[src/rtl/tpu_pkg.sv]
// Shared types and widths for the TPU multiply-accumulate lane.
package tpu_pkg;

    localparam int IN_W  = 8;
    localparam int MAG_W = IN_W - 1;
    localparam int ACC_W = 17;

    typedef struct packed {
        logic             sign;
        logic [MAG_W-1:0] mag;
    } sm_operand_t;

    typedef logic signed [ACC_W-1:0] acc_t;

endpackage

[src/rtl/sm_multiplier.sv]
// Combinational sign-magnitude multiplier: shift-add over partial-product rows.
module sm_multiplier
    import tpu_pkg::*;
(
    input  sm_operand_t a_i,
    input  sm_operand_t b_i,
    output acc_t        prod_o
);

    logic [2*MAG_W-1:0] rows [MAG_W];
    logic [2*MAG_W-1:0] mag;
    logic               sign;

    always_comb begin
        mag = '0;
        for (int i = 0; i < MAG_W; i++) begin
            rows[i] = b_i.mag[i] ? ({{MAG_W{1'b0}}, a_i.mag} << i) : '0;
            mag     = mag + rows[i];
        end
    end

    // A zero magnitude yields +0 regardless of sign, which absorbs 8'h80.
    assign sign   = (a_i.sign ^ b_i.sign) && (mag != '0);
    assign prod_o = sign ? -acc_t'({3'b000, mag}) : acc_t'({3'b000, mag});

endmodule

[src/rtl/tpu_mac.sv]
// Two-stage sign-magnitude MAC with strobed output and sticky overflow flag.
// Define SATURATE_EN to clamp the accumulator on overflow instead of wrapping.
module tpu_mac
    import tpu_pkg::*;
(
    input  logic             clk,
    input  logic             reset,
    input  logic             out_HL,
    output logic             error,
    input  logic [IN_W-1:0]  input1,
    input  logic [IN_W-1:0]  input2,
    output logic [ACC_W-1:0] out
);

    acc_t prod_d, prod_q;
    acc_t acc_d, acc_q;
    acc_t sum;
    acc_t out_q;
    logic error_q;
    logic ovf;

    sm_multiplier u_mul (
        .a_i    (sm_operand_t'(input1)),
        .b_i    (sm_operand_t'(input2)),
        .prod_o (prod_d)
    );

    assign sum = acc_q + prod_q;
    assign ovf = (acc_q[ACC_W-1] == prod_q[ACC_W-1]) &&
                 (sum[ACC_W-1] != acc_q[ACC_W-1]);

`ifdef SATURATE_EN
    always_comb begin
        acc_d = sum;
        if (ovf)
            acc_d = acc_q[ACC_W-1] ? acc_t'(17'h10000) : acc_t'(17'h0FFFF);
    end
`else
    assign acc_d = sum;
`endif

    always_ff @(posedge clk) begin
        if (!reset) begin
            prod_q  <= '0;
            acc_q   <= '0;
            out_q   <= '0;
            error_q <= 1'b0;
        end else begin
            prod_q <= prod_d;
            acc_q  <= acc_d;
            if (out_HL)
                out_q <= acc_q;
            if (ovf)
                error_q <= 1'b1;
        end
    end

    assign out   = out_q;
    assign error = error_q;

endmodule

[config.mk]
export PLATFORM = sky130hd
export DESIGN_NAME = tpu_mac
export DESIGN_NICKNAME = d
export VERILOG_FILES = /design/src/rtl/tpu_pkg.sv /design/src/rtl/sm_multiplier.sv /design/src/rtl/tpu_mac.sv
export SDC_FILE = /design/constraint.sdc
export NUM_CORES = 1
export LEC_CHECK = 0
export ABC_CLOCK_PERIOD_IN_PS = 6600
export BUFFER_PORTS_ARGS = -buffer_cell sky130_fd_sc_hd__buf_2
export CORE_ASPECT_RATIO = 0.9
export CORE_MARGIN = 2
export CORE_UTILIZATION = 61
export CTS_CLUSTER_SIZE = 12
export DETAILED_ROUTE_END_ITERATION = 6
export PLACE_DENSITY = 0.82
export SYNTH_ARGS = -nofsm -noshare
export SYNTH_HDL_FRONTEND = slang
export SYNTH_SLANG_ARGS = --single-unit
export TNS_END_PERCENT = 5
[constraint.sdc]
create_clock -name clk -period 6.6 [get_ports clk]
set_input_delay 0.33 -clock clk [delete_from_list [all_inputs] [get_ports clk]]
set_output_delay 0.33 -clock clk [all_outputs]
set_load 0.05 [all_outputs]
Word-level counts from Yosys, hierarchy flattened
Index checks and enable logic that the tools add are counted. W data, S select, Z words.

Flip-flop bits (word level): 52. Input port bits: 19. Output and inout bits: 18. Word-level logic and storage cells: 28.

Add/subtract/negate cells: 8. Equal/unequal tests: 2. Multiplexer cells: 8. Bitwise operators: 1. Reduce and logical (&&, ||, !) cells: 4.

Operators by type and width (count): $add A14 B14 Y14 (5); $add A17 B17 Y17 (1); $neg A14 Y17 (1); $add A14 B13 Y14 (1); $mux W14 (1); $reduce_bool A14 Y1 (1); $mux W13 (1); $mux W12 (1); $mux W11 (1); $mux W10 (1); $mux W9 (1); $mux W8 (1); $mux W7 (1); $logic_and A1 B1 Y1 (2); $reduce_and A2 Y1 (1); $eq A1 B1 Y1 (1); $ne A1 B1 Y1 (1); $xor A1 B1 Y1 (1).

Longest topological paths before layout
Gate-level depths: netlist of the first run.

Depth in word-level cells: 10. Mapped depth: 18. Gate-level depth less buffers: 16.

Hierarchy
Synthesis of the first run repeated with hierarchy kept, for this count alone.

Cells, all modules: 512. Area, all modules: 4499.3 um2.

By module, submodules not included: tpu_mac (instances 1, cells each 250, area each 2417.3 um2, sequential area each 1041.0 um2); sm_multiplier (instances 1, cells each 262, area each 2082.0 um2, sequential area each 0.0 um2).

Worst setup path after synthesis of the first run
Ideal clock, no wire load.

Path type: in2reg. Start: in input1[0]. End: reg prod_q[7]. Library setup time: 71 ps. Arrival time: 4819 ps. Required time: 6529 ps. Path slack: 1711 ps. Stages: 15. Buffers on the path: 2. Cell sequence: clkbuf_1 and2_1 fa_1 fa_1 fa_1 fa_1 ha_1 a21o_1 a311o_1 a31oi_1 xnor2_2 and4bb_1 buf_6 or4_1 a21oi_1.

Longest elaborated chain between the ends: 10. Elaborated cells on any way between the ends: 17. Classes of those cells: add/sub: 7; mux: 8; reduce/logical: 2.

RTL lines: start: declaration (RTL line tpu_mac.sv:10) `input logic [IN_W-1:0] input1,`; $mux W7 / $mux W8 (equally long branches) (RTL line sm_multiplier.sv:17) `rows[i] = b_i.mag[i] ? ({{MAG_W{1'b0}}, a_i.mag} << i) : '0;`; $add A14 B14 Y14 (5 in a row) (RTL line sm_multiplier.sv:18) `mag = mag + rows[i];`; $add A14 B13 Y14 (*) (RTL line sm_multiplier.sv:18); parallel branches: the longest is 2 deep, another holds $neg A14 Y17; $mux W14 (*) (RTL line sm_multiplier.sv:24) `assign prod_o = sign ? -acc_t'({3'b000, mag}) : acc_t'({3'b000, mag});`; end signal: assignment (RTL line tpu_mac.sv:49) `prod_q <= prod_d;`; end: declaration (RTL line tpu_mac.sv:15) `acc_t prod_d, prod_q;`.

Mark *: on every way between the ends. A chain may end at the register's enable or synchronous reset.

Final worst setup path of the first run
Start: in input1[0]. End: reg prod_q[1].

The elaborated chain is that of the path after synthesis.

==> summary.md, run 1 <==
| Metric | Value |
|---|---|
| Num ports | 37 |
| Clk_skew | 0.00662 ns |
| Via count | 3182 |
| Gate Count Post-Synth | 434 |
| Num Clock Sinks | 52 |
| WL final | 7.71 mm |
| Core footprint | 6520 µm² |
| First-pass GRT wire length | 13.4 mm |
| Die height | 81.3 µm |
| H-tree levels | 2 |
| Drt via density | 5.68 |
| Mapped Avg Cell Area | 9.34 µm² |
| Leak | 2.20 nW |
| Arrival time worst endpoint | 4.96 ns |
| P_sw | 0.615 mW |
| Max-Slew Margin vs Limit | 65.8% |
| Setup crit end kind | flip-flop |
| Reg clk slew, reported paths | 0.09 ns |
| Final worst-path cycle share | 72.1% |
| Post-CTS Resized | 0 |
| Final hold vios | 0 |
| Max-Cap Viols | 0 |
| Post-route DRC violation count | 0 |
| Setup TNS Final | 0 ns |
| DPL Wire Length | 6.08 mm |
| Most used DFF post-synth | dfxtp_1 |
| Wire per inst | 13.8 µm |
| Worst Tran Pin Value | 0.512 ns |
| Gate power share | 57.1% |
| RR Startpoint | acc_q[0]$_SDFF_PN0_ |
| Site Rows | 28 |
| Clock latency on the worst-skew pair | 0.31 ns |
| CP max-delay cell | fa_1 |
| Worst EP required | 6.80 ns |
| Worst Setup EP | prod_q[1]$_SDFF_PN0_ |
| Buffers on Ports | 36 |
| Design area | 4410 µm² |
| Cell repeated most along the worst path | fa_1 |
| Power Total | 1.43 mW |
| Total CTS buffers | 5 |
| Largest net degree at the start of global routing | 38 |
| Final setup vio count | 0 |
| Die area | 7310 µm² |
| Pre-antenna DRT Iters | 4 |
| Starting Density | 62.2% |
| Setup Buffers After CTS | 0 |
| Sequential share of power | 29.9% |
| Pwr dens | 325 nW/µm² |
| Crit path max fanout | 10 |
| Post-route insts no fill | 560 |
| Synth area leaders | dfxtp_1 26%, fa_1 14%, ha_1 14%, and2_1 5.7%, mux2i_1 4.7% |
| Hold_ws | 0.355 ns |
| Worst path depth | 14 |
| IR drop worst, VDD | 0.177 mV |
| WP buf/inv | 1 |
| Leading area contributor after synthesis | dfxtp_1 |
| Critical Path Source Type | primary input |
| Post-layout util | 67.7% |
| RSZ-0062 raised after global routing | no |
| R2R Path End | error$_SDFFE_PN0P_ |
| Initial antenna violation count | 0 |
| Grt total ovfl | 0 |
| Buffer depth of the longest clock path | 2 |
| Post-synth top area share | 25.7% |
| Final Net Count | 560 |
| Ant. Diodes | 0 |
| Ys async rst share | 0% |
| Syn Std Cell Area | 4050 µm² |
| Clock period minus worst slack | 4.76 ns |
| CP max stage delay | 0.54 ns |
| Outcome | finished, final reports clean |
| Yosys reg bits | 52 |
| Post-synth EDFFs | 0 |
| Crit-path cells | buf_2 -> and2_1 -> fa_1 -> fa_1 -> fa_1 -> fa_1 -> fa_1 -> xor2_1 -> nor4_2 -> o221ai_2 -> nor3_2 -> and4bb_1 -> nor3b_1 -> o21a_1 |
| Filler cells | 540 |
| Root buf cell | clkbuf_8 |
| Layout area overhead | 8.77% |
| First DRT Iteration DRCs | 129 |
| Cell family with most CP delay | adder cells |
| Fmax | 210 MHz |
| Worst slack, placed | 1.48 ns |
| Switching power share of the total | 43.0% |
| Yosys warning count | 0 |
| Setup crit start | input1[0] |
| Internal cell power | 0.816 mW |
| Post-synthesis cell type count | 50 |
| Total track usage | 22.4% |
| HP Class | primary input to flip-flop |
| Setup ws final | 1.84 ns |
| RePlAce Congestion | 0.853 |
| Sequential area share after synthesis | 25.7% |
| Max-slew violations | 0 |
| DIE WIDTH | 89.9 µm |
| Routed Antenna Nets | 0 |
| Placed Instance Area | 4310 µm² |
| TritonCTS clock tree | done |
| Share of cells above drive strength 1 | 12.1% |
| Post-Syn Nets | 525 |
| Share of total power in the clock network | 13.0% |
| Vias in the first global route | 3073 |
| R2r setup slk | 4.06 ns |
| FF-to-FF path depth | 10 |
| Placed cells | 551 |
| WS Path Type | primary input to flip-flop |
| Hold_buf cts | 0 |
[cell type report]
type,count,area [µm²],share of cell area [%]
clock inverter,1,7.51,0.170
timing repair buffer,38,195,4.43
clock buffer,7,86.3,1.96
multi-input combinational,346,2870,65.1
inverter,26,97.6,2.21
sequential,52,1040,23.6
tap,90,113,2.55
[cell families after synthesis]
kind of cell,synth area share (%)
AO/OA/AOI/OAI,13.6
XOR/XNOR,5.12
adder cells (fa/ha/maj),27.4
buffers and inverters,3.55
flip-flops,25.7
multiplexers,4.69
AND/OR/NAND/NOR,20.0
[routing by layer]
| layer | vias to the layer above | global-route usage, % | part of all wire [%] |
|---|---|---|---|
| met4 | 0 | 7.85 | 1.7 |
| met3 | 13 | 3.06 | 3.1 |
| met2 | 67 | 40.3 | 49 |
| met1 | 1528 | 28.1 | 46 |
| met5 | - | 0 | 0 |
| li1 | 1574 | - | - |
[tightest hold or removal path, stage by stage]
cell and delay, ns:
buf_2 0.15, nand2_1 0.10, nor2_1 0.04
[how the worst min path moves through the flow]
stage / from / to / slack [ns] / cells after the start
3_5_place_dp: error$_SDFFE_PN0P_ / error$_SDFFE_PN0P_ / 0.45 / 1
6_report: input1[0] / prod_q[0]$_SDFF_PN0_ / 0.36 / 3
4_1_cts: input1[0] / prod_q[0]$_SDFF_PN0_ / 0.35 / 3
3_3_place_gp: error$_SDFFE_PN0P_ / error$_SDFFE_PN0P_ / 0.45 / 1
5_1_grt: input1[0] / prod_q[0]$_SDFF_PN0_ / 0.36 / 3
2_1_floorplan: acc_q[0]$_SDFF_PN0_ / out[0]$_SDFFE_PN0P_ / 0.47 / 2
[power groups by stage]
| stage | Sequential, mW | Combinational [mW] | Clock [mW] |
|---|---|---|---|
| after floorplan | 0.472 | 0.620 | 0 |
| after global placement | 0.435 | 0.779 | 0 |
| after detailed placement | 0.437 | 0.808 | 0 |
| after CTS | 0.430 | 0.817 | 0.191 |
| after global routing | 0.438 | 0.925 | 0.203 |
| final | 0.428 | 0.817 | 0.186 |
[synth_stat cells, types with 5 or more instances]
cell      count
nor3_1        7
xnor2_1       7
dfxtp_1      52
o21a_1        7
ha_1         44
fa_1         28
mux2i_1      19
or4_1         5
and2_1       37
nand2b_1      6
nor2_1       46
nand2_1      24
o31ai_1       7
o21ai_0      10
a31oi_1       5
inv_1        25
a21o_1       11
xor2_1       13
a21oi_1      18
clkbuf_1      8
[placed cells by master (no fill, tap or decap), types with 11 or more instances in the layout]
master    n
nand2_1  24
xor2_1   13
a21oi_1  18
inv_1    25
fa_1     28
a21o_1   11
nor2_1   46
buf_2    36
dfxtp_1  52
mux2i_1  19
and2_1   37
ha_1     44
[flip-flops by register name, summed over array words and instances (netlist names)]
register  cells
prod_q       17
out          17
acc_q        17
error         1
(Power assumes the default switching activity.)
==> inputs of run 2 (changes only) <==
ABC_AREA = 1   (was default)
ABC_CLOCK_PERIOD_IN_PS = 4000   (was 6600)
CORE_UTILIZATION = 55   (was 61)
PLACE_DENSITY = 0.77   (was 0.82)
clock period = 4 ns   (was 6.6 ns; I/O delays follow)
==> run 2 against run 1 <==
Effect of this change: non-clock buffer count grew 32; final cell count grew 36%; routed wire length grew 21%; via count grew 24%; setup slack lost 1.7 ns; total power grew 90%; register-to-register slack lost 2.4 ns; clock-buffer cell count shrank 2.
==> summary.md, run 2 <==
| Metric | Value |
|---|---|
| Mapped Avg Cell Area | 7.11 µm² (was 9.34 µm²) |
| Wire per inst | 12.2 µm (was 13.8 µm) |
| RR Startpoint | acc_q[0]$_SDFF_PN0_ (unchanged) |
| Clk_skew | 0.0115 ns (was 0.00662 ns) |
| Core footprint | 7510 µm² (was 6520 µm²) |
| First-pass GRT wire length | 16.3 mm (was 13.4 mm) |
| RSZ-0062 raised after global routing | no (unchanged) |
| Arrival time worst endpoint | 4.02 ns (was 4.96 ns) |
| Routed length on met2 | 4.42 mm (was 3.77 mm) |
| Setup crit end kind | flip-flop (unchanged) |
| Initial antenna violation count | 0 (unchanged) |
| Post-layout util | 65.5% (was 67.7%) |
| Post-synth top cells | 132 x nand2_1, 103 x inv_1, 67 x nor2_1, 52 x dfxtp_1, 44 x ha_1 (was 52 x dfxtp_1, 46 x nor2_1, 44 x ha_1, 37 x and2_1, 28 x fa_1) |
| Drt via density | 5.17 (was 5.68) |
| WS Path Type | primary input to flip-flop (unchanged) |
| Post-synth top area share | 24.5% (was 25.7%) |
| Buffers on Ports | 36 (unchanged) |
| Hold EP | out[1]$_SDFFE_PN0P_ (was prod_q[0]$_SDFF_PN0_) |
| H-tree levels | 2 (unchanged) |
| First DRT Iteration DRCs | 221 (was 129) |
| Post-route DRC violation count | 0 (unchanged) |
| CP max-delay cell | fa_1 (unchanged) |
| Filler cells | 667 (was 540) |
| Setup TNS Final | 0 ns (unchanged) |
| IR drop worst, VDD | 0.250 mV (was 0.177 mV) |
| DPL Wire Length | 7.61 mm (was 6.08 mm) |
| Pre-antenna DRT Iters | 5 (was 4) |
| Final setup vio count | 0 (unchanged) |
| Worst Tran Pin Value | 0.574 ns (was 0.512 ns) |
| Synth area leaders | dfxtp_1 24%, fa_1 13%, ha_1 13%, nand2_1 12%, inv_1 9.1% (was dfxtp_1 26%, fa_1 14%, ha_1 14%, and2_1 5.7%, mux2i_1 4.7%) |
| Ys async rst share | 0% (unchanged) |
| Leading area contributor after synthesis | dfxtp_1 (unchanged) |
| Via count | 3940 (was 3182) |
| Most common cell after layout, fill and taps aside | nand2_1 (was dfxtp_1) |
| Total CTS buffers | 5 (unchanged) |
| CP max stage delay | 0.55 ns (was 0.54 ns) |
| Met3 Routed Length | 352 µm (was 238 µm) |
| Reg clk slew, reported paths | 0.10 ns (was 0.09 ns) |
| Crit path max fanout | 6 (was 10) |
| Design area | 4920 µm² (was 4410 µm²) |
| Outcome | finished, final reports clean (unchanged) |
| Placed Instance Area | 4750 µm² (was 4310 µm²) |
| Starting Density | 56.7% (was 62.2%) |
| Yosys warning count | 0 (unchanged) |
| M1 WL | 4.47 mm (was 3.57 mm) |
| Gate Count Post-Synth | 599 (was 434) |
| Final worst-path cycle share | 95.2% |
| Hold_buf cts | 0 (unchanged) |
| Pwr dens | 553 nW/µm² (was 325 nW/µm²) |
| Share of cells above drive strength 1 | 15.6% (was 12.1%) |
| Layout area overhead | 15.5% (was 8.77%) |
| Max-Slew Margin vs Limit | 61.7% (was 65.8%) |
| TritonCTS clock tree | done (unchanged) |
| WL final | 9.33 mm (was 7.71 mm) |
| Die area | 8460 µm² (was 7310 µm²) |
| Num Clock Sinks | 52 (unchanged) |
| DIE WIDTH | 96.7 µm (was 89.9 µm) |
| Final Net Count | 756 (was 560) |
| Worst slack, placed | -0.267 ns (was 1.48 ns) |
| HP Class | primary input to flip-flop (unchanged) |
| Root buf cell | clkbuf_8 (unchanged) |
| Post-synthesis cell type count | 33 (was 50) |
| Sequential area share after synthesis | 24.5% (was 25.7%) |
| Largest net degree at the start of global routing | 37 (was 38) |
| Vias in the first global route | 3747 (was 3073) |
| Syn Std Cell Area | 4260 µm² (was 4050 µm²) |
| Setup ws final | 0.192 ns (was 1.84 ns) |
| R2r setup slk | 1.66 ns (was 4.06 ns) |
| Critical Path Source Type | primary input (unchanged) |
| HP Start | out_HL (was input1[0]) |
| Routed Antenna Nets | 0 (unchanged) |
| Num ports | 37 (unchanged) |
| Fmax | 263 MHz |
| Total track usage | 23.0% (was 22.4%) |
| WHS Path Cells | 2 (was 3) |
| Yosys reg bits | 52 (unchanged) |
| Buffer depth of the longest clock path | 2 (unchanged) |
| Cell repeated most along the worst path | nand2_1 (was fa_1) |
| RePlAce Congestion | 0.928 (was 0.853) |
| Final hold vios | 0 (unchanged) |
| Post-Syn Nets | 690 (was 525) |
| Post-synth EDFFs | 0 (unchanged) |
| Ant. Diodes | 0 (unchanged) |
| FF-to-FF path depth | 16 (was 10) |
| Max-Cap Viols | 0 (unchanged) |
| Most frequent cell after synthesis | nand2_1 (was dfxtp_1) |
| Most used DFF post-synth | dfxtp_1 (unchanged) |
| Clock latency on the worst-skew pair | 0.31 ns (about the same) |
| Grt total ovfl | 0 (unchanged) |
| Die height | 87.5 µm (was 81.3 µm) |
| Max-slew violations | 0 (unchanged) |
| Commonest non-fill, non-tap cells in the layout | 128 x nand2_1, 102 x inv_1, 64 x nor2_1, 52 x dfxtp_1, 42 x ha_1 (was 52 x dfxtp_1, 46 x nor2_1, 44 x ha_1, 37 x and2_1, 36 x buf_2) |
| Leak | 2.82 nW (was 2.20 nW) |
| Worst EP required | 4.21 ns (was 6.80 ns) |
| Clock period minus worst slack | 3.81 ns |
| Crit-path cells | buf_2 -> buf_4 -> nand2_1 -> inv_1 -> fa_1 -> inv_1 -> fa_1 -> inv_1 -> fa_1 -> ha_1 -> ha_1 -> nand2_1 -> nand2_1 -> a21oi_1 -> nand3b_1 -> nand2_1 -> nand4_4 -> buf_6 -> nand3_1 -> nand2_1 -> inv_1 -> nor2_1 (was buf_2 -> and2_1 -> fa_1 -> fa_1 -> fa_1 -> fa_1 -> fa_1 -> xor2_1 -> nor4_2 -> o221ai_2 -> nor3_2 -> and4bb_1 -> nor3b_1 -> o21a_1) |
| Power Total | 2.72 mW (was 1.43 mW) |
| Max layer used | met4 (unchanged) |
| R2R Path End | error$_SDFFE_PN0P_ (unchanged) |
| Site Rows | 30 (was 28) |
[run 2: changes by cell type in the layout (fill, tap and decap cells not counted), moves of 7 or more]
cell and delta:
nand2_2 +7, o21ai_0 +23, a21o_1 -8, nor2_1 +18
nand2_1 +104, a21oi_1 +23, nand3_1 +31, inv_1 +77
o31ai_1 -7, mux2i_1 -19, and2_1 -35, xor2_1 -7
buf_4 +30
[run 2: cells by family after synthesis]
kind of cell               count (synthesis)  share of synthesized area, %
AOI/OAI and AO/OA                         90                          11.5
and+or+nand+nor                          257                          25.4
DFF                                       52                          24.5
xor gates and xnor gates                   9                          1.85
adders and majority gates                 72                          26.1
buffers and inverters                    119                          10.7
[run 2: critical path: cells and delay by family]
family | cells | cell delay, ns
buffers and inverters | 7 | 0.65
AO/OA/AOI/OAI | 1 | 0.17
AND/OR/NAND/NOR | 9 | 0.84
adder cells (fa/ha/maj) | 5 | 2.16
[run 2: metrics by stage]
step	cells	hold slack (ns)
CTS	760	0.260
global route	762	0.313
finish	762	0.259
detailed placement	752	0.479
floorplan	599	0.384
global placement	752	0.473
[run 2: layout make-up]
type	count	area (µm²)	share of cell area [%]
multi-input cells	428	2820	57.4
flip-flops and latches	52	1040	21.2
repair buffers	70	437	8.88
inverters	108	405	8.24
well taps	96	120	2.44
clock buffers	5	68.8	1.40
clock inverters	3	22.5	0.458
[run 2: power by group]
group / internal [mW] / total, mW / switching, mW
clock: 0.126 / 0.308 / 0.182
combinational: 0.678 / 1.70 / 1.02
sequential: 0.645 / 0.711 / 0.0657
[run 2: layer usage]
metal	global-route usage (%)	vias to the layer above
met3	3.13	11
met4	4.48	0
met5	0	-
met1	30.7	1813
met2	40.7	90
li1	-	2026
[run 2: how the worst max path moves through the flow]
stage / depth (start not counted) / start / end
global placement: 21 / input1[0] / prod_q[13]$_SDFF_PN0_
CTS: 23 / input1[1] / prod_q[15]$_SDFF_PN0_
global route: 25 / input1[1] / prod_q[13]$_SDFF_PN0_
finish: 22 / input1[2] / prod_q[13]$_SDFF_PN0_
detailed placement: 19 / input1[0] / prod_q[15]$_SDFF_PN0_
floorplan: 16 / input1[0] / prod_q[10]$_SDFF_PN0_
[run 2: repair_timing]
action                                  CTS  global route
gates resized for setup                   0            19
endpoints found under the setup margin    0            15
buffers inserted                          0             1
==> inputs of run 3 (changes only) <==
--- a/config.mk
+++ b/config.mk
@@ -16,2 +16,3 @@
 export PLACE_DENSITY = 0.77
+export REMOVE_ABC_BUFFERS = 1
 export SYNTH_ARGS = -nofsm -noshare
==> constraint.sdc (replaced) <==
create_clock -name clk -period 4 [get_ports clk]
set_input_delay 0 -clock clk [delete_from_list [all_inputs] [get_ports clk]]
set_output_delay 0 -clock clk [all_outputs]
set_load 0.05 [all_outputs]
==> run 3 against run 2 <==
Effect of this change: routed wire length fell by 3.3%; sequential cell count unchanged; combinational power decreased by 11%; clock power grew 14%; worst hold slack got worse by 0.17 ns; total power is 5.0% lower; setup slack better by 0.075 ns; register-to-register slack improved by 0.11 ns; die area stayed put; design area decreased by 3.8%; first-iteration DRC count increased by 12%.
==> summary.md, run 3 (synthesized netlist as in run 2, its figures left out) <==
| Metric | Value |
|---|---|
| WS Path Type | primary input to flip-flop (unchanged) |
| Grt total ovfl | 0 (unchanged) |
| Clock period minus worst slack | 3.73 ns (was 3.81 ns) |
| Total track usage | 22.6% (was 23.0%) |
| Largest net degree at the start of global routing | 37 (unchanged) |
| Max-slew violations | 0 (unchanged) |
| Cell family with most CP delay | adder cells (unchanged) |
| Final worst-path cycle share | 93.3% (was 95.2%) |
| Ant. Diodes | 0 (unchanged) |
| Pre-antenna DRT Iters | 5 (unchanged) |
| Site Rows | 30 (unchanged) |
| Num Clock Sinks | 52 (unchanged) |
| Leak | 2.74 nW (was 2.82 nW) |
| Post-route DRC violation count | 0 (unchanged) |
| CP max stage delay | 0.54 ns (was 0.55 ns) |
| Buffers on Ports | 36 (unchanged) |
| Clock latency on the worst-skew pair | 0.31 ns (about the same) |
| Starting Density | 56.7% (unchanged) |
| Post-route insts no fill | 743 (was 762) |
| Outcome | finished, final reports clean (unchanged) |
| Clk_skew | 0.00701 ns (was 0.0115 ns) |
| Drt via density | 5.17 (about the same) |
| Filler cells | 689 (was 667) |
| Final setup vio count | 0 (unchanged) |
| Die height | 87.5 µm (unchanged) |
| Max-Slew Margin vs Limit | 60.4% (was 61.7%) |
| TritonCTS clock tree | done (unchanged) |
| Num ports | 37 (unchanged) |
| Cell repeated most along the worst path | nand2_1 (unchanged) |
| H-tree levels | 2 (unchanged) |
| Buffer depth of the longest clock path | 2 (unchanged) |
| Setup TNS Final | 0 ns (unchanged) |
| Max-Cap Viols | 0 (unchanged) |
| Core footprint | 7510 µm² (unchanged) |
| DPL Wire Length | 7.27 mm (was 7.61 mm) |
| Worst Tran Pin Value | 0.594 ns (was 0.574 ns) |
| Vias in the first global route | 3680 (was 3747) |
| Setup crit end kind | flip-flop (unchanged) |
| Via count | 3844 (was 3940) |
| IR drop worst, VDD | 0.216 mV (was 0.250 mV) |
| DIE WIDTH | 96.7 µm (unchanged) |
| Wire per inst | 12.1 µm (was 12.2 µm) |
| First-pass GRT wire length | 15.9 mm (was 16.3 mm) |
| Final Net Count | 737 (was 756) |
| First DRT Iteration DRCs | 248 (was 221) |
| Root buf cell | clkbuf_8 (unchanged) |
| Post-layout util | 63.0% (was 65.5%) |
| Placed cells | 735 (was 752) |
| Critical Path Source Type | primary input (unchanged) |
| Pwr dens | 546 nW/µm² (was 553 nW/µm²) |
| Crit-path cells | buf_2 -> nand2_1 -> inv_1 -> fa_1 -> fa_1 -> fa_1 -> fa_1 -> fa_1 -> inv_1 -> nand2_1 -> nand2_1 -> nand2_1 -> nor2_1 -> nand2_1 -> nor2_4 -> nand4_4 -> nand2_2 -> nand2_1 -> a21oi_1 (was buf_2 -> buf_4 -> nand2_1 -> inv_1 -> fa_1 -> inv_1 -> fa_1 -> inv_1 -> fa_1 -> ha_1 -> ha_1 -> nand2_1 -> nand2_1 -> a21oi_1 -> nand3b_1 -> nand2_1 -> nand4_4 -> buf_6 -> nand3_1 -> nand2_1 -> inv_1 -> nor2_1) |
| Layout area overhead | 11.1% (was 15.5%) |
| RSZ-0062 raised after global routing | no (unchanged) |
| Most common cell after layout, fill and taps aside | nand2_1 (unchanged) |
| Total CTS buffers | 5 (unchanged) |
| Initial antenna violation count | 0 (unchanged) |
| Routed Antenna Nets | 0 (unchanged) |
| Die area | 8460 µm² (unchanged) |
| RePlAce Congestion | 0.895 (was 0.928) |
| Reg clk slew, reported paths | 0.09 ns (was 0.10 ns) |
| CP max-delay cell | fa_1 (unchanged) |
| WL final | 9.02 mm (was 9.33 mm) |
| Fmax | 268 MHz (was 263 MHz) |
| Share of cells above drive strength 1 | 11.0% (was 15.6%) |
| HP Class | primary input to flip-flop (unchanged) |
| Commonest non-fill, non-tap cells in the layout | 132 x nand2_1, 103 x inv_1, 66 x nor2_1, 52 x dfxtp_1, 44 x ha_1 (was 128 x nand2_1, 102 x inv_1, 64 x nor2_1, 52 x dfxtp_1, 42 x ha_1) |
| Arrival time worst endpoint | 3.96 ns (was 4.02 ns) |
| Crit path max fanout | 12 (was 6) |
| Final hold vios | 0 (unchanged) |
| Worst EP required | 4.23 ns (was 4.21 ns) |
| WP buf/inv | 3 (was 7) |
## run 3: cell types whose count changed in the layout (fill, tap and decap cells not counted), sizes merged
cell and delta:
clkinv -1, clkbuf +1, bufinv +1, inv -1, buf -19
## run 3: area by class of cell
| type | count | area (µm²) | area share [%] |
|---|---|---|---|
| timing repair buffer | 51 | 293 | 6.19 |
| tap | 96 | 120 | 2.54 |
| multi-input combinational | 428 | 2760 | 58.4 |
| clock buffer | 6 | 72.6 | 1.53 |
| sequential | 52 | 1040 | 22.0 |
| clock inverter | 2 | 35.0 | 0.741 |
| inverter | 108 | 405 | 8.57 |
## run 3: final timing paths
check | from | end | slack (ns) | cells after the start
max | input1[0] | prod_q[11]$_SDFF_PN0_ | 0.27 | 19
min | out_HL | out[1]$_SDFFE_PN0P_ | 0.09 | 2
max reg2reg | acc_q[0]$_SDFF_PN0_ | acc_q[16]$_SDFF_PN0_ | 1.77 | 14
min reg2reg | out[0]$_SDFFE_PN0P_ | out[0]$_SDFFE_PN0P_ | 0.49 | 2
## run 3: worst register-to-register path, stage by stage (launching register included)
cell	delay, ns
dfxtp_1	0.35
ha_1	0.17
inv_1	0.05
fa_1	0.35
inv_1	0.09
nand3_1	0.07
nand2_1	0.11
inv_1	0.05
nor2_1	0.08
nor2_1	0.08
o21ai_1	0.30
nand2_1	0.12
nand2_1	0.12
o21ai_1	0.07
a21oi_1	0.15
## run 3: where the power goes
group          switching [mW]  internal (mW)  total [mW]
Sequential             0.0620          0.645       0.707
Clock                   0.166          0.186       0.352
Combinational           0.968          0.556        1.52
## run 3: metal layers
layer,track usage (%),part of all wire (%),vias up
met5,0,0,-
li1,-,-,1979
met4,4.99,1.1,0
met3,2.97,5.5,14
met1,30.9,49,1759
met2,38.6,45,92
## run 3: what timing repair did
action | 4_1_cts | 5_1_grt
endpoints found under the setup margin | 0 | 1
resized for setup | 0 | 1
buffers inserted | 0 | 0
hold buffers | 0 | 0
## run 3: per-stage QoR
stage	cell area, µm²	worst slack (ns)	total power [mW]	hold slack, ns
floorplan	4210	0.187	1.87	0.0894
global placement	4620	0.0521	2.18	0.393
detailed placement	4620	-0.0602	2.22	0.409
CTS	4730	0.261	2.58	0.0957
global route	4730	0.0240	2.85	0.123
finish	4730	0.267	2.58	0.0895
